==> config.mk <==
export PLATFORM = sky130hd
export DESIGN_NAME = la_drtx_flat
export DESIGN_NICKNAME = d
export VERILOG_FILES = /design/src/rtl/la_drtx_if.sv /design/src/rtl/la_drtx.sv /design/src/flat_wrapper.sv
export SDC_FILE = /design/constraint.sdc
export NUM_CORES = 1
export LEC_CHECK = 0
export CAP_MARGIN = 40
export CORE_AREA = 8 8 45 47
export CTS_CLUSTER_DIAMETER = 50
export CTS_CLUSTER_SIZE = 30
export DETAILED_ROUTE_END_ITERATION = 8
export DIE_AREA = 0 0 53 55
export MAX_ROUTING_LAYER = met4
export PLACE_DENSITY = 0.57
export SYNTH_ARGS = -nofsm -noshare
export SYNTH_HDL_FRONTEND = slang
export SYNTH_SLANG_ARGS = --single-unit
==> constraint.sdc <==
create_clock -name clk -period 1.4 [get_ports clk]
set_input_delay 0.28 -clock clk [delete_from_list [all_inputs] [get_ports clk]]
set_output_delay 0.28 -clock clk [all_outputs]
set_load 0.1 [all_outputs]
==> src/rtl/la_drtx_if.sv <==
// Word-side and rail-side signals of the dual-rail transmitter.
// The slave modport is the transmitter; master is the word source plus the link.
interface la_drtx_if #(
    parameter int DW = 2
);
    logic          in_valid;
    logic [DW-1:0] in_data;
    logic          in_ready;
    logic [DW-1:0] tx_t;
    logic [DW-1:0] tx_f;
    logic          tx_ack;

    modport master (
        output in_valid, in_data, tx_ack,
        input  in_ready, tx_t, tx_f
    );

    modport slave (
        input  in_valid, in_data, tx_ack,
        output in_ready, tx_t, tx_f
    );
endinterface

==> src/rtl/la_drtx.sv <==
// Dual-rail four-phase return-to-zero transmitter: one accepted word becomes one
// codeword on tx_t/tx_f, followed by a spacer, paced by the tx_ack wire.
module la_drtx #(
    parameter int DW      = 2,
    parameter int SYNC    = 2,
    parameter int TIMEOUT = 0,
    parameter     PROP    = "DEFAULT"
) (
    input  logic     clk,
    input  logic     rst,
    la_drtx_if.slave bus,
    output logic     busy,
    output logic     err
);
    localparam int CW = (TIMEOUT > 0) ? $clog2(TIMEOUT + 1) : 1;
    localparam logic [CW-1:0] TMAX = CW'(TIMEOUT);

    typedef enum logic [1:0] {
        IDLE = 2'd0,
        DATA = 2'd1,
        RTZ  = 2'd2
    } state_t;

    state_t        state;
    logic          ack_s;
    logic          phase_done;
    logic [CW-1:0] phase_cnt;

    if (PROP != "DEFAULT") begin : g_prop_custom
        // No implementation-specific variants exist yet; the property only rides along.
    end

    if (SYNC == 0) begin : g_nosync
        assign ack_s = bus.tx_ack;
    end else begin : g_sync
        logic [SYNC-1:0] sync_q;

        always_ff @(posedge clk) begin
            if (rst) begin
                sync_q <= '0;
            end else begin
                sync_q <= SYNC'({sync_q, bus.tx_ack});
            end
        end

        assign ack_s = sync_q[SYNC-1];
    end

    // A stale high acknowledge left over in IDLE must block the next word.
    assign bus.in_ready = (state == IDLE) && !ack_s && !rst;
    assign busy         = (state != IDLE);

    // NOTE: always_comb gives every output a default first so no latch is inferred.
    always_comb begin
        phase_done = 1'b0;
        unique case (state)
            IDLE:    phase_done = bus.in_valid && bus.in_ready;
            DATA:    phase_done = ack_s;
            RTZ:     phase_done = !ack_s;
            default: phase_done = 1'b1;
        endcase
    end

    // NOTE: all sequential state uses non-blocking assignments so every flop samples pre-edge values.
    always_ff @(posedge clk) begin
        if (rst) begin
            state    <= IDLE;
            bus.tx_t <= '0;
            bus.tx_f <= '0;
        end else begin
            unique case (state)
                IDLE: begin
                    if (phase_done) begin
                        bus.tx_t <= bus.in_data;
                        bus.tx_f <= ~bus.in_data;
                        state    <= DATA;
                    end
                end
                DATA: begin
                    if (phase_done) begin
                        bus.tx_t <= '0;
                        bus.tx_f <= '0;
                        state    <= RTZ;
                    end
                end
                RTZ: begin
                    if (phase_done) begin
                        state <= IDLE;
                    end
                end
                default: begin
                    bus.tx_t <= '0;
                    bus.tx_f <= '0;
                    state    <= IDLE;
                end
            endcase
        end
    end

    // Phase watchdog: counts cycles spent waiting on the receiver; the FSM never aborts.
    always_ff @(posedge clk) begin
        if (rst) begin
            phase_cnt <= '0;
            err       <= 1'b0;
        end else if (phase_done) begin
            phase_cnt <= '0;
        end else if ((state != IDLE) && (phase_cnt != TMAX)) begin
            phase_cnt <= phase_cnt + CW'(1);
            if ((TIMEOUT > 0) && ((phase_cnt + CW'(1)) == TMAX)) begin
                err <= 1'b1;
            end
        end
    end
endmodule
==> src/flat_wrapper.sv <==
// flat-port wrapper written by rule: the top's interface ports become plain ports
module la_drtx_flat 
#(
    parameter int DW      = 2,
    parameter int SYNC    = 2,
    parameter int TIMEOUT = 0,
    parameter     PROP    = "       "
)
  (clk, rst, busy, err, bus_in_valid, bus_in_data, bus_tx_ack, bus_in_ready, bus_tx_t, bus_tx_f);
  la_drtx_if #(.DW(DW)) bus_i ();
  input  logic clk;
  input  logic rst;
  output logic busy;
  output logic err;
  input wire logic [$bits(bus_i.in_valid)-1:0] bus_in_valid;
  input wire logic [$bits(bus_i.in_data)-1:0] bus_in_data;
  input wire logic [$bits(bus_i.tx_ack)-1:0] bus_tx_ack;
  output wire logic [$bits(bus_i.in_ready)-1:0] bus_in_ready;
  output wire logic [$bits(bus_i.tx_t)-1:0] bus_tx_t;
  output wire logic [$bits(bus_i.tx_f)-1:0] bus_tx_f;
  assign bus_i.in_valid = bus_in_valid;
  assign bus_i.in_data = bus_in_data;
  assign bus_i.tx_ack = bus_tx_ack;
  assign bus_in_ready = bus_i.in_ready;
  assign bus_tx_t = bus_i.tx_t;
  assign bus_tx_f = bus_i.tx_f;
  la_drtx #(.DW(DW), .SYNC(SYNC), .TIMEOUT(TIMEOUT), .PROP(PROP)) u_core (.clk(clk), .rst(rst), .bus(bus_i), .busy(busy), .err(err));
endmodule
==> results.toml, run 1 <==
[synthesis]
yosys.area.top_type_share_pct = 46.4
synthAdderAreaFrac_pct = 0
synth_top_family_by_area = "simple AND/OR/NAND/NOR gates"
synth_enable_flop_cells = 0
yosysSeqAreaShare_pct = 46.4
syn_area_per_cell_um2 = 8.85
netlist_area_um2 = 345
synth.most_common_cell = "dfxtp_1"
synth-compound-area-share_pct = 21.0
synth.distinct_cells = 18
ys.warnings.count = 0
yosys.area_share.simple_pct = 21.4
synth.mux.area_fraction_pct = 0
syn-instance-count = 39
syn_nets = 45
synth_top_area_cell = "dfxtp_1"
synthTopCellsByCount = "8 x dfxtp_1, 5 x nand2_1, 5 x nor2_1"
synthFlopType = "dfxtp_1"
synth-xor-area-share_pct = 2.54
async_flop_share_pct = 0
ys_ff_latch = 8
synthTopCellsByArea = "dfxtp_1 46%, a32o_1 12%, nand2_1 5.4%, nor2_1 5.4%, nor2b_1 3.6%"

[sta]
hold_ws_ns = 0.446
rsz0062_at_grt = "yes"
clock_skew_ns = 0.00107
slew_viol_final = 0
hold_violations = 0
final.setup.worst_slack_ns = 0.0149
fin_setup_tns_ns = 0
period_needed_ns = 1.39
fmax_mhz = 722
fin_crit_sh_pct = 98.9
setup-violations-final = 0

[global_routing]
track_usage_pct = 6.72
grt_pass1_wl_um = 1360
antenna_found_initial = 0
grt_max_degree = 9
overflow = 0
grt_pass1_vias = 338

[power]
p_per_area_nw_per_um2 = 1120
vdd_ir_drop_max_uv = 418
leakage_nw = 0.257

[floorplanning]
core_region_area_um2 = 1380
die_x_um = 53
dieArea_um2 = 2920
io_pins = 13
dieHeight_um = 55
rows = 14
initial_core_util_pct = 25.0

[placement]
place_congestion = 0.654
dp_slack_ns = -0.0483
dp.final_hpwl_um = 660
io_buffers = 11
place_area_um2 = 554

[setup_path]
end_kind = "primary output"
path_class = "reg -> out"
critPathMaxFanout = 4
worstPathRequired_ns = 1.12
startpoint_type = "register"
critPathArrivalTime_ns = 1.11

[drt]
wirelength_um = 845
routedWlPerCell_um = 11.7
num_vias = 334
dr.pass1.iters = 4
ant_nets = 0
remaining_drc_errors = 0
drtIter0Drc = 9
vias_per_cell = 4.64

[clock_tree]
insertion_delay_ns = 0.25
cts.sinks = 8
clk_path_buf_depth = 2
cts_tree = "yes"
cts_root_buffer = "clkbuf_4"
cts_made_buffers = 3
cts_max_level = 1
clkTransAtPathRegs_ns = 0.05

[cells_and_area]
fin_nets = 64
antenna_cells = 0
utilization_pct = 43.2
layout-drive-gt1-share_pct = 39.3
fin_area_um2 = 598
syn_to_final_growth_pct = 73.2

[worst_hold_path]
hp-class = "reg -> reg"

[outcome]
outcome = "completed"

[flow_run]
max_cap_violations = 0
worst paths after layout:
kind	startpoint	to	slack, ns	cells past startpoint
max	u_core.state[1]	busy	0.01	2
min	u_core.g_sync.sync_q[0]	u_core.g_sync.sync_q[1]	0.45	1
max reg2reg	u_core.state[0]	u_core.bus.tx_f[1]	0.30	4
min reg2reg	u_core.g_sync.sync_q[0]	u_core.g_sync.sync_q[1]	0.45	1
cells by family after synthesis:
| logic type | count (synthesis) |
|---|---|
| AO/OA/AOI/OAI | 9 |
| XOR/XNOR | 1 |
| buffers and inverters | 4 |
| flip-flops | 8 |
| other | 1 |
| AND/OR/NAND/NOR | 16 |
routing by layer:
metal | share of wire (%) | global-route usage (%) | wire length, µm | up-vias
li1 | - | - | - | 169
met1 | 42 | 6.90 | 355 | 148
met2 | 48 | 9.96 | 402 | 15
met3 | 8.9 | 2.14 | 75 | 2
met4 | 1.4 | 6.47 | 12 | 0
met5 | 0 | - | 0 | -
power breakdown:
group | switching, W | internal (W) | total, W
logic | 0.000146 | 0.0000898 | 0.000235
clock network | 0.0000815 | 0.0000983 | 0.000180
registers | 0.0000155 | 0.000240 | 0.000256
cell usage in the layout, fill, tap and decap left out:
cell type and count:
nor2_4 2, buf_4 5, nand2b_1 1, o21ai_0 2
dlygate4sd2_1 1, inv_2 1, nor2_1 3, nor2b_1 2
and3_1 1, conb_1 1, inv_1 1, clkbuf_4 3
clkdlybuf4s50_1 4, nand2_1 4, a21oi_2 1, a22o_1 1
nand2_2 1, nor3_1 1, dfxtp_4 1, dfxtp_1 6
buf_12 6, a32o_1 4, o21ai_1 1, or2_2 1
xor2_1 1, dfxtp_2 1
flip-flops by register name (all words and copies together), names as in the netlist:
signal and flops:
u_core.bus.tx_t 2, u_core.bus.tx_f 2, u_core.g_sync.sync_q 2, u_core.state 2
cell type report:
cell class	count	area, µm²
Clock buffer	3	22.5
Fill cell	141	786
Inverter	2	7.51
Multi-Input combinational cell	27	176
Sequential cell	8	165
Tap cell	16	20.0
Timing Repair Buffer	16	206
critical path, stage by stage, from the launching register on:
cell and delay [ns]:
dfxtp_4 0.36, or2_2 0.32, buf_12 0.17
what timing repair did:
item,4_1_cts,5_1_grt
endpoints found under the setup margin,1,2
setup buffers,1,0
pin swaps,2,3
resized for setup,5,3
hold buffers,0,0
metrics by stage:
| stage | power [W] | cells |
|---|---|---|
| floorplan | 0.000406 | 39 |
| global placement | 0.000493 | 68 |
| detailed placement | 0.000494 | 68 |
| CTS | 0.000677 | 72 |
| global route | 0.000694 | 72 |
| finish | 0.000671 | 72 |
No activity file was read; power rests on OpenSTA's default activity.
==> run 2, diff against run 1 <==
--- a/config.mk
+++ b/config.mk
@@ -5,7 +5,6 @@
 export SDC_FILE = /design/constraint.sdc
 export NUM_CORES = 1
 export LEC_CHECK = 0
-export CAP_MARGIN = 40
 export CORE_AREA = 8 8 45 47
 export CTS_CLUSTER_DIAMETER = 50
 export CTS_CLUSTER_SIZE = 30
==> results of run 2 <==
Same layout as run 1: the final DEF is identical, and so are final timing and power.
